[config.mk]
export PLATFORM = sky130hd
export DESIGN_NAME = wb_loader
export DESIGN_NICKNAME = d
export VERILOG_FILES = /design/src/rtl/wb_loader_pkg.sv /design/src/rtl/wb_loader_tx.sv /design/src/rtl/wb_loader.sv
export SDC_FILE = /design/constraint.sdc
export NUM_CORES = 1
export LEC_CHECK = 0
export BUFFER_PORTS_ARGS = -buffer_cell sky130_fd_sc_hd__clkbuf_2
export CAP_MARGIN = 10
export CORE_MARGIN = 3
export CORE_UTILIZATION = 49
export CTS_CLUSTER_DIAMETER = 50
export DETAILED_ROUTE_END_ITERATION = 10
export PLACE_DENSITY_LB_ADDON = 0.2
export SLEW_MARGIN = 10
export SYNTH_ARGS = -nofsm -noshare
export SYNTH_HDL_FRONTEND = slang
export SYNTH_SLANG_ARGS = --single-unit
[constraint.sdc]
create_clock -name clock -period 1.63 [get_ports clock]
set_input_delay 0.2445 -clock clock [delete_from_list [all_inputs] [get_ports clock]]
set_output_delay 0.2445 -clock clock [all_outputs]
set_load 0.02 [all_outputs]
[src/rtl/wb_loader_pkg.sv]
`default_nettype none
// wb_loader_pkg: shared FSM states, command opcodes and response codes for the
// byte-stream to Wishbone loader.
package wb_loader_pkg;

  typedef enum logic [2:0] {
    IDLE = 3'd0,
    ADDR = 3'd1,
    DATA = 3'd2,
    BUS  = 3'd3,
    RESP = 3'd4
  } state_e;

  localparam logic [7:0] OP_WRITE = 8'h57;
  localparam logic [7:0] OP_READ  = 8'h52;
  localparam logic [7:0] RSP_OK   = 8'h4B;
  localparam logic [7:0] RSP_TMO  = 8'h54;
  localparam logic [7:0] RSP_ERR  = 8'h45;

  // Single-byte responses sit in the top byte so the serializer always sends MSB first.
  function automatic logic [31:0] rsp_word(input logic [7:0] b);
    return {b, 24'h00_0000};
  endfunction

endpackage
`default_nettype wire

[src/rtl/wb_loader_tx.sv]
`default_nettype none
// wb_loader_tx: 1-to-4 byte response serializer, MSB first, with a
// valid/ready handshake and a pulse when the final byte is accepted.
module wb_loader_tx (
  input  logic        clock,
  input  logic        reset_n,
  input  logic        load_i,
  input  logic [1:0]  last_i,
  input  logic [31:0] word_i,
  input  logic        tx_ready,
  output logic        tx_valid,
  output logic [7:0]  tx_data,
  output logic        done_o
);

  logic [31:0] shift_q;
  logic [1:0]  left_q;
  logic        valid_q;

  always_ff @(posedge clock or negedge reset_n) begin
    if (!reset_n) begin
      shift_q <= 32'h0;
      left_q  <= 2'd0;
      valid_q <= 1'b0;
    end else if (load_i) begin
      shift_q <= word_i;
      left_q  <= last_i;
      valid_q <= 1'b1;
    end else if (valid_q && tx_ready) begin
      // Shifting in zeros leaves tx_data at 0x00 once the response drains.
      shift_q <= {shift_q[23:0], 8'h00};
      left_q  <= left_q - 2'd1;
      if (left_q == 2'd0) begin
        valid_q <= 1'b0;
      end
    end
  end

  assign tx_valid = valid_q;
  assign tx_data  = shift_q[31:24];
  assign done_o   = valid_q & tx_ready & (left_q == 2'd0);

endmodule
`default_nettype wire

[src/rtl/wb_loader.sv]
`default_nettype none
// wb_loader: host byte-stream command decoder driving a single-beat Wishbone
// master with ack timeout and a serialized status/read-data response.
module wb_loader
  import wb_loader_pkg::*;
#(
  parameter int unsigned TIMEOUT = 255
) (
  input  logic        clock,
  input  logic        reset_n,
  input  logic [7:0]  rx_data,
  input  logic        rx_valid,
  output logic        rx_ready,
  output logic [7:0]  tx_data,
  output logic        tx_valid,
  input  logic        tx_ready,
  output logic [31:0] wb_addr_o,
  output logic [31:0] wb_data_o,
  output logic        wb_cyc_o,
  output logic        wb_strobe_o,
  output logic        wb_we_o,
  input  logic [31:0] wb_data_i,
  input  logic        wb_ack_i,
  output logic        busy
);

  localparam logic [7:0] TMO_LAST = 8'(TIMEOUT - 1);

  state_e      state_q;
  logic [1:0]  cnt_q;
  logic        write_q;
  logic [31:0] addr_q;
  logic [31:0] wdata_q;
  logic        cyc_q;
  logic        we_q;
  logic [7:0]  tmo_q;
  logic        rdy_q;

  logic        rx_fire;
  logic        bus_ack;
  logic        bus_tmo;
  logic        bad_op;
  logic        tx_load;
  logic [1:0]  tx_last;
  logic [31:0] tx_word;
  logic        tx_done;

  assign rx_fire = rx_valid & rdy_q;
  assign bus_ack = (state_q == BUS) & wb_ack_i;
  // Ack takes priority over a timeout landing in the same cycle.
  assign bus_tmo = (state_q == BUS) & ~wb_ack_i & (tmo_q == TMO_LAST);
  assign bad_op  = (state_q == IDLE) & rx_fire & (rx_data != OP_WRITE) & (rx_data != OP_READ);

  assign tx_load = bad_op | bus_ack | bus_tmo;
  assign tx_last = (bus_ack && !write_q) ? 2'd3 : 2'd0;
  assign tx_word = bus_ack ? (write_q ? rsp_word(RSP_OK) : wb_data_i)
                 : bus_tmo ? rsp_word(RSP_TMO) : rsp_word(RSP_ERR);

  always_ff @(posedge clock or negedge reset_n) begin
    if (!reset_n) begin
      state_q <= IDLE;
      cnt_q   <= 2'd0;
      write_q <= 1'b0;
      addr_q  <= 32'h0;
      wdata_q <= 32'h0;
      cyc_q   <= 1'b0;
      we_q    <= 1'b0;
      tmo_q   <= 8'd0;
      rdy_q   <= 1'b0;
    end else begin
      unique case (state_q)
        IDLE: begin
          rdy_q <= 1'b1;
          if (rx_fire) begin
            cnt_q <= 2'd0;
            if (rx_data == OP_WRITE || rx_data == OP_READ) begin
              write_q <= (rx_data == OP_WRITE);
              state_q <= ADDR;
            end else begin
              rdy_q   <= 1'b0;
              state_q <= RESP;
            end
          end
        end
        ADDR: begin
          if (rx_fire) begin
            addr_q <= {addr_q[23:0], rx_data};
            cnt_q  <= cnt_q + 2'd1;
            if (cnt_q == 2'd3) begin
              if (write_q) begin
                state_q <= DATA;
              end else begin
                rdy_q   <= 1'b0;
                cyc_q   <= 1'b1;
                we_q    <= 1'b0;
                tmo_q   <= 8'd0;
                state_q <= BUS;
              end
            end
          end
        end
        DATA: begin
          if (rx_fire) begin
            wdata_q <= {wdata_q[23:0], rx_data};
            cnt_q   <= cnt_q + 2'd1;
            if (cnt_q == 2'd3) begin
              rdy_q   <= 1'b0;
              cyc_q   <= 1'b1;
              we_q    <= 1'b1;
              tmo_q   <= 8'd0;
              state_q <= BUS;
            end
          end
        end
        BUS: begin
          if (bus_ack || bus_tmo) begin
            cyc_q   <= 1'b0;
            we_q    <= 1'b0;
            state_q <= RESP;
          end else begin
            tmo_q <= tmo_q + 8'd1;
          end
        end
        RESP: begin
          if (tx_done) begin
            rdy_q   <= 1'b1;
            state_q <= IDLE;
          end
        end
        default: begin
          rdy_q   <= 1'b0;
          cyc_q   <= 1'b0;
          we_q    <= 1'b0;
          state_q <= IDLE;
        end
      endcase
    end
  end

  wb_loader_tx u_tx (
    .clock    (clock),
    .reset_n  (reset_n),
    .load_i   (tx_load),
    .last_i   (tx_last),
    .word_i   (tx_word),
    .tx_ready (tx_ready),
    .tx_valid (tx_valid),
    .tx_data  (tx_data),
    .done_o   (tx_done)
  );

  assign rx_ready    = rdy_q;
  assign wb_addr_o   = addr_q;
  assign wb_data_o   = wdata_q;
  assign wb_cyc_o    = cyc_q;
  assign wb_strobe_o = cyc_q;
  assign wb_we_o     = we_q;
  assign busy        = (state_q != IDLE);

endmodule
`default_nettype wire

==> results of run 1 <==
## kinds of logic after synthesis
group,after synthesis,synth area share
multiplexers,69,0.143
adder cells (fa/ha/maj),4,0.00921
buffers and inverters,46,0.0504
AO/OA/AOI/OAI,103,0.179
AND/OR/NAND/NOR,80,0.0806
flip-flops,116,0.534
XOR/XNOR,2,0.00323
## sequential cells by signal (all words and copies together), names as in the netlist
name,flops
wb_addr_o,32
tmo_q,8
rx_ready,1
cnt_q,2
u_tx.shift_q,32
wb_data_o,32
u_tx.tx_valid,1
write_q,1
state_q,3
u_tx.left_q,2
wb_cyc_o,1
wb_we_o,1
## power by group through the flow
stage                     Combinational (mW)  Sequential, mW  Clock (mW)
after global placement                  2.40            3.65           0
after floorplan                         1.82            3.64           0
after detailed placement                2.46            3.67           0
final                                   2.86            3.63        3.76
after CTS                               2.67            3.62        3.81
after global routing                    3.05            3.67        3.95
## cells in the final DEF, fill, tap and decap left out, types with 3 or more instances in the layout
| master | Yosys | routed |
|---|---|---|
| mux2_4 | 0 | 67 |
| clkbuf_2 | 0 | 120 |
| clkbuf_8 | 0 | 3 |
| buf_4 | 14 | 73 |
| inv_1 | 8 | 7 |
| a2bb2oi_2 | 20 | 20 |
| a21o_1 | 3 | 3 |
| o21ai_0 | 12 | 10 |
| dfrtp_1 | 116 | 114 |
| nor2_1 | 7 | 6 |
| clkbuf_16 | 0 | 21 |
| nand3_2 | 0 | 3 |
| bufinv_16 | 0 | 3 |
| o221ai_1 | 21 | 20 |
| a221o_1 | 7 | 7 |
| clkinv_2 | 0 | 3 |
| a22o_1 | 11 | 11 |
| buf_12 | 0 | 9 |
| nand2b_1 | 4 | 3 |
| nand2_1 | 29 | 28 |
| dlygate4sd3_1 | 0 | 28 |
| nand3_1 | 12 | 8 |
| buf_6 | 4 | 15 |
| clkinv_4 | 0 | 4 |
| and2_1 | 4 | 4 |
## worst reg2reg max path, cell delays in order (launching register included)
cell and delay (ns):
dfrtp_1 0.40, buf_6 0.14, buf_12 0.13, xnor2_4 0.12, or3_4 0.43, and4_1 0.21, a221o_1 0.30
## per-layer routing
layer  global-route usage  vias up  share of wire
met3               0.0606       35          0.045
met1                0.280     2271           0.42
met4               0.0730        0          0.023
met2                0.392      143           0.52
met5                    0        -              0
li1                     -     2050              -
## area by class of cell
class | instances | area, sq um
inverters | 8 | 30.0
multi-input cells | 258 | 2720
clock buffers | 20 | 445
flip-flops and latches | 116 | 2910
fillers | 578 | 2200
well taps | 136 | 170
clock inverters | 12 | 155
repair buffers | 252 | 1930
## worst max path at each step
stage	depth (start not counted)	start	slack, ns	endpoint
floorplan	6	cnt_q[0]$_DFFE_PN0P_	-0.09	state_q[1]$_DFFE_PN0P_
global placement	6	tmo_q[0]$_DFFE_PN0P_	-0.28	u_tx.left_q[0]$_DFFE_PN0P_
detailed placement	6	tmo_q[0]$_DFFE_PN0P_	-0.36	u_tx.left_q[0]$_DFFE_PN0P_
CTS	5	state_q[0]$_DFFE_PN0P_	-0.13	busy
global route	7	tmo_q[0]$_DFFE_PN0P_	-0.30	state_q[1]$_DFFE_PN0P_
finish	6	state_q[0]$_DFFE_PN0P_	-0.24	state_q[1]$_DFFE_PN0P_
## metrics by stage
stage	hold slack (ns)	TNS, ns	instance area [sq um]
6_report	0.0278	-14.80	8360
2_1_floorplan	-0.0511	-0.804	5470
4_1_cts	0.000584	-5.80	7750
3_3_place_gp	0.200	-7.04	6590
3_5_place_dp	0.204	-9.32	6590
5_1_grt	0.0316	-21.83	8360
## timing repair
item / 4_1_cts / 5_1_grt
gates resized for setup: 30 / 95
endpoints found under the setup margin: 91 / 113
hold buffers: 28 / 0
endpoints found under the hold margin: 119 / 0
buffers inserted: 17 / 14
cloned: 0 / 7
pin swaps: 15 / 23
==> summary.json, run 1 <==
{
  "run_status": "complete, but fails checks",
  "violations": "negative setup slack",
  "dieArea_sq_um": 12400,
  "setup_repair_after_global_routing_missed_its_margin": "yes",
  "count_of_final_hold_check_violations": 0,
  "worstReg2RegEnd": "state_q[1]$_DFFE_PN0P_",
  "worstSkewPairLatency_ns": 0.53,
  "reg2regPathDepth": 6,
  "period_minus_slack_ns": 1.87,
  "drc": 0,
  "preCtsSetupSlack_ns": -0.362,
  "timing.critical_path.arrival_ns": 2.26,
  "cts_inserted_buffers": 17,
  "critical_path.reg2reg.startpoint": "state_q[0]$_DFFE_PN0P_",
  "synth_top_cell_area_share": 0.534,
  "switching_share": 0.291,
  "clock-sinks": 116,
  "layoutNonFillerInstCount": 802,
  "worst-path-max-fanout": 6,
  "ys.warnings.count": 0,
  "io_pins": 123,
  "hold_startpoint": "wb_data_i[27]",
  "final.setup.worst_slack_ns": -0.238,
  "worstSetupPathType": "reg2reg",
  "power.static_leakage_nw": 4.03,
  "critical-path-slowest-cell": "or3_4",
  "critical_path.startpoint_type": "register",
  "post_synth_instance_area_sq_um": 5430,
  "drv.max_cap_violation_count": 0,
  "maximum_clock_skew_at_final_layout_ns": 0.00678,
  "chipWidth_um": 111,
  "nNetsFinal": 702,
  "max-clock-path-buffers": 2,
  "place_congestion": 0.856,
  "ys_async_sr_fraction": 1.00,
  "clkTransAtPathRegs_ns": 0.06,
  "crit_required_ns": 2.02,
  "timing.hold.worst_endpoint": "u_tx.shift_q[27]$_DFFE_PN0P_",
  "yosys.cell_types.count": 57,
  "antennaDiodeCount": 0,
  "switchingPower_mw": 2.99,
  "power.share.combinational": 0.279,
  "antenna_violations_before_repair": 0,
  "power_density_nw_per_um2": 1230,
  "initial_utilization": 0.515,
  "yosys.cell_count.top_type": "dfrtp_1",
  "ctsHtreeMaxLevel": 4,
  "netlist_top_cells_area": "dfrtp_1, mux2_2, a2bb2oi_2, o221ai_1, nand2_1",
  "finish.utilization": 0.792,
  "detailedPlacementHpwl_um": 9170,
  "area_delta_synth_final_pct": 53.8,
  "layout_worst_path_cycle_share": 1.15,
  "clockRootBuffer": "clkbuf_8",
  "worst-r2r-setup-slack_ns": -0.24,
  "placement_rows": 37,
  "ant_nets": 0,
  "critPathMaxStageDelay_ns": 0.43,
  "synth_register_bits": 116,
  "synthTopCellsByCount": "dfrtp_1, mux2_2, nand2_1",
  "peakVddDrop_uv": 1160,
  "max_slew.worst_pin.slew_ns": 0.450,
  "hold_depth": 3,
  "max-slew-margin-rel": 0.699,
  "path_cells": "buf_6, buf_12, xnor2_4, or3_4, and4_1, a221o_1",
  "detail_route.vias_per_cell": 5.61,
  "wl_per_cell_um": 20.0,
  "syn_area_per_cell_sq_um": 12.9,
  "report.power.total_mw": 10.3,
  "min_path_type": "in2reg",
  "gr-usage-all-layers": 0.228,
  "postSynthCellCount": 420,
  "synth_enable_flop_cells": 0,
  "worstPathBufferInverterCount": 2,
  "seqPwrFrac": 0.355,
  "setup_viol": 111,
  "synth_largest_area_cell": "dfrtp_1",
  "final-max-slew-violation-count": 0,
  "detail_route.wirelength_um": 16100,
  "synthFlopType": "dfrtp_1",
  "post_route_cells_drive_above_1_share": 0.572,
  "clock_power_share": 0.367,
  "portBuffers": 122,
  "die-height_um": 111,
  "dr.first_iter.drc_count": 247,
  "total_placed_cells_including_tap_cells": 707,
  "syn_nets": 469,
  "timing.critical_path.to_type": "register",
  "internal_power_mw": 7.26,
  "global_route_overflow": 0,
  "grt_pass1_wl_um": 22500,
  "number_of_global_route_vias_before_repair": 4606,
  "tritoncts": "yes",
  "core_sq_um": 10600,
  "timing.critical_path.max_delay_family": "simple AND/OR/NAND/NOR gates",
  "timing.fmax_mhz": 535,
  "detailedRoute.firstPassIterationCount": 4,
  "synth_sequential_area_ratio": 0.534,
  "via_count": 4499,
  "grt_max_degree": 35
}
Note: power is estimated with default switching activity, not from simulation.
==> inputs of run 2 (changes only) <==
Settings changed: ABC_CLOCK_PERIOD_IN_PS set to 1900, CORE_UTILIZATION 49 to 50.
Clock period 1.63 ns to 1.9 ns, I/O delays scaled along.
==> run 2 against run 1 <==
Net effect: the flow now finishes without violations; via count is 9.4% lower; sequential share of layout area up 5.3 points; cell area shrank 13%; sequential power decreased by 13%; die area fell by 1.9%; clock skew is 0.0039 ns higher; count of clock-buffer cells in the layout decreased by 2; register-to-register slack better by 0.31 ns.
==> summary.json, run 2 (synthesis results as in run 1) <==
{
  "run_status": "completed",
  "power.share.combinational": {"value": 0.257, "change": "-0.022"},
  "placement_rows": {"value": 37, "change": "unchanged"},
  "core": {"value": 10500, "unit": "sq um", "change": "-0.88%"},
  "grt_pass1_wl": {"value": 20100, "unit": "um", "change": "-11%"},
  "detail_route.wirelength": {"value": 13100, "unit": "um", "change": "-19%"},
  "area_delta_synth_final_pct": 33.5,
  "via_count": {"value": 4074, "change": "-9.4%"},
  "drv.max_cap_violation_count": {"value": 0, "change": "unchanged"},
  "hold_startpoint": "wb_data_i[8]",
  "count_of_final_hold_check_violations": {"value": 0, "change": "unchanged"},
  "max-clock-path-buffers": {"value": 2, "change": "unchanged"},
  "number_of_global_route_vias_before_repair": {"value": 4101, "change": "-11%"},
  "hold-worst-slack": {"value": 0.0201, "unit": "ns", "change": "-0.00766 ns"},
  "clkTransAtPathRegs": {"value": 0.06, "unit": "ns", "change": "about the same"},
  "switchingPower": {"value": 2.47, "unit": "mW", "change": "-17%"},
  "ctsHtreeMaxLevel": {"value": 4, "change": "unchanged"},
  "place_congestion": {"value": 0.812, "change": "-5.2%"},
  "io_pins": {"value": 123, "change": "unchanged"},
  "critical_path.reg2reg.startpoint": "tmo_q[0]$_DFFE_PN0P_",
  "seq_area": {"value": 2910, "unit": "sq um", "change": "unchanged"},
  "worstSkewPairLatency": {"value": 0.51, "unit": "ns", "change": "-0.02 ns"},
  "min_path_type": "in2reg",
  "setup_viol": {"value": 0, "change": "-100%"},
  "worst-path-max-fanout": {"value": 7, "change": "+1"},
  "ant_nets": {"value": 0, "change": "unchanged"},
  "peakVddDrop": {"value": 786, "unit": "uV", "change": "-32%"},
  "chipWidth": {"value": 110, "unit": "um", "change": "-0.95%"},
  "portBuffers": {"value": 122, "change": "unchanged"},
  "initial_utilization": {"value": 0.519, "change": "+0.00455"},
  "power_density": {"value": 1150, "unit": "nW/um^2", "change": "-6.1%"},
  "post_route_cells_drive_above_1_share": {"value": 0.496, "change": "-0.0762"},
  "timing.critical_path.to_type": "primary output",
  "internal_power": {"value": 5.89, "unit": "mW", "change": "-19%"},
  "nNetsFinal": {"value": 635, "change": "-9.5%"},
  "final_design_area_excluding_fillers": {"value": 7250, "unit": "sq um", "change": "-13%"},
  "clockRootBuffer": "clkbuf_8",
  "total_area_of_multi_input_combinational_cells": {"value": 2310, "unit": "sq um", "change": "-15%"},
  "clock-sinks": {"value": 116, "change": "unchanged"},
  "layout_commonest_cell": "clkbuf_2",
  "max_slew.worst_pin.slew": {"value": 0.633, "unit": "ns", "change": "+0.183 ns"},
  "cts_inserted_buffers": {"value": 17, "change": "unchanged"},
  "dieArea": {"value": 12100, "unit": "sq um", "change": "-1.9%"},
  "crit_required": {"value": 1.62, "unit": "ns", "change": "-0.40 ns"},
  "power.static_leakage": {"value": 3.56, "unit": "nW", "change": "-12%"},
  "drc": {"value": 0, "change": "unchanged"},
  "critical_path.startpoint_type": "register",
  "layoutNonFillerInstCount": {"value": 735, "change": "-8.4%"},
  "layout.cells.most_common_list": "clkbuf_2, dfrtp_1, mux2_2, buf_4, nand2_1",
  "finish.utilization": {"value": 0.693, "change": "-0.0986"},
  "timing.fmax_mhz": 537,
  "detail_route.vias_per_cell": {"value": 5.54, "change": "-1.2%"},
  "global_route_overflow": {"value": 0, "change": "unchanged"},
  "layout_worst_path_cycle_share": 0.981,
  "total_placed_cells_including_tap_cells": {"value": 668, "change": "-5.5%"},
  "period_minus_slack_ns": 1.86,
  "detailedRoute.firstPassIterationCount": {"value": 4, "change": "unchanged"},
  "maximum_clock_skew_at_final_layout": {"value": 0.0107, "unit": "ns", "change": "+0.00388 ns"},
  "dr.first_iter.drc_count": {"value": 172, "change": "-30%"},
  "grt_max_degree": {"value": 57, "change": "+63%"},
  "crit_path_start": "state_q[0]$_DFFE_PN0P_",
  "antenna_violations_before_repair": {"value": 0, "change": "unchanged"},
  "timing.critical_path.arrival": {"value": 1.58, "unit": "ns", "change": "-0.68 ns"},
  "gr-usage-all-layers": {"value": 0.216, "change": "-0.0120"},
  "tritoncts": "yes",
  "antennaDiodeCount": {"value": 0, "change": "unchanged"},
  "detailedPlacementHpwl": {"value": 8760, "unit": "um", "change": "-4.6%"},
  "total_cell_area_at_the_placement_stage": {"value": 6250, "unit": "sq um", "change": "-5.2%"},
  "clock_power_share": {"value": 0.368, "change": "about the same"},
  "fillCellCount": {"value": 767, "change": "+33%"},
  "max-slew-margin-rel": {"value": 0.577, "change": "-0.123"},
  "worstSetupPathType": "reg2out",
  "wl_per_cell": {"value": 17.8, "unit": "um", "change": "-11%"},
  "die-height": {"value": 110, "unit": "um", "change": "-0.95%"},
  "final-max-slew-violation-count": {"value": 0, "change": "unchanged"},
  "switching_share": {"value": 0.295, "change": "+0.00398"},
  "seqPwrFrac": {"value": 0.375, "change": "+0.020"}
}
[run 2: cell count changes in the layout (fill, tap and decap cells not counted), sizes merged]
cell,change
dlygate4sd3,-6
clkinv,-2
inv,+3
bufinv,-1
clkinvlp,+2
clkbuf,-3
buf,-60
[run 2: area by class of cell]
type / count / share of cell area
Tap cell: 136 / 0.0235
Timing Repair Buffer: 185 / 0.173
Inverter: 8 / 0.00414
Sequential cell: 116 / 0.401
Clock inverter: 14 / 0.0211
Multi-Input combinational cell: 258 / 0.319
Clock buffer: 18 / 0.0590
[run 2: through the flow]
step | setup TNS, ns | power, mW | worst slack, ns
finish | 0 | 8.36 | 0.0366
global route | -0.0110 | 8.70 | -0.00485
global placement | -0.413 | 5.01 | -0.0620
detailed placement | -1.42 | 5.08 | -0.146
CTS | -0.00450 | 8.23 | -0.00450
floorplan | 0 | 4.66 | 0.123
[run 2: power by group through the flow]
stage                     Sequential, mW  Combinational (mW)  Clock (mW)
after global routing                3.17                2.30        3.23
final                               3.14                2.15        3.07
after global placement              3.15                1.86           0
after floorplan                     3.12                1.54           0
after detailed placement            3.16                1.91           0
after CTS                           3.13                1.97        3.13
[run 2: final timing paths]
check	slack, ns	cells after the start	end
worst max-delay path	0.04	4	busy
worst max register to register	0.07	9	u_tx.shift_q[8]$_DFFE_PN0P_
worst min-delay path	0.02	3	u_tx.shift_q[8]$_DFFE_PN0P_
worst min register to register	0.51	1	wb_data_o[29]$_DFFE_PN0P_
min in group asynchronous	0.23	2	tmo_q[4]$_DFFE_PN0P_
max in group asynchronous	1.02	3	u_tx.shift_q[12]$_DFFE_PN0P_
[run 2: metal layers]
layer / share of wire / global-route usage
met5: 0 / 0
met2: 0.51 / 0.359
met4: 0.015 / 0.0739
met3: 0.053 / 0.0518
met1: 0.43 / 0.278
[run 2: repair_timing]
| item | in CTS | in global routing |
|---|---|---|
| hold buffers | 22 | 0 |
| pin swaps | 0 | 3 |
| setup buffers | 0 | 10 |
| setup endpoints to repair | 14 | 38 |
| hold endpoints to repair | 44 | 0 |
| gates resized for setup | 4 | 7 |
| cloned | 0 | 3 |
[run 2: critical path, cell delays in order (launching register included)]
cell and delay (ns):
dfrtp_2 0.45, buf_4 0.19, nor2_4 0.15, nand2_1 0.11, clkbuf_2 0.17
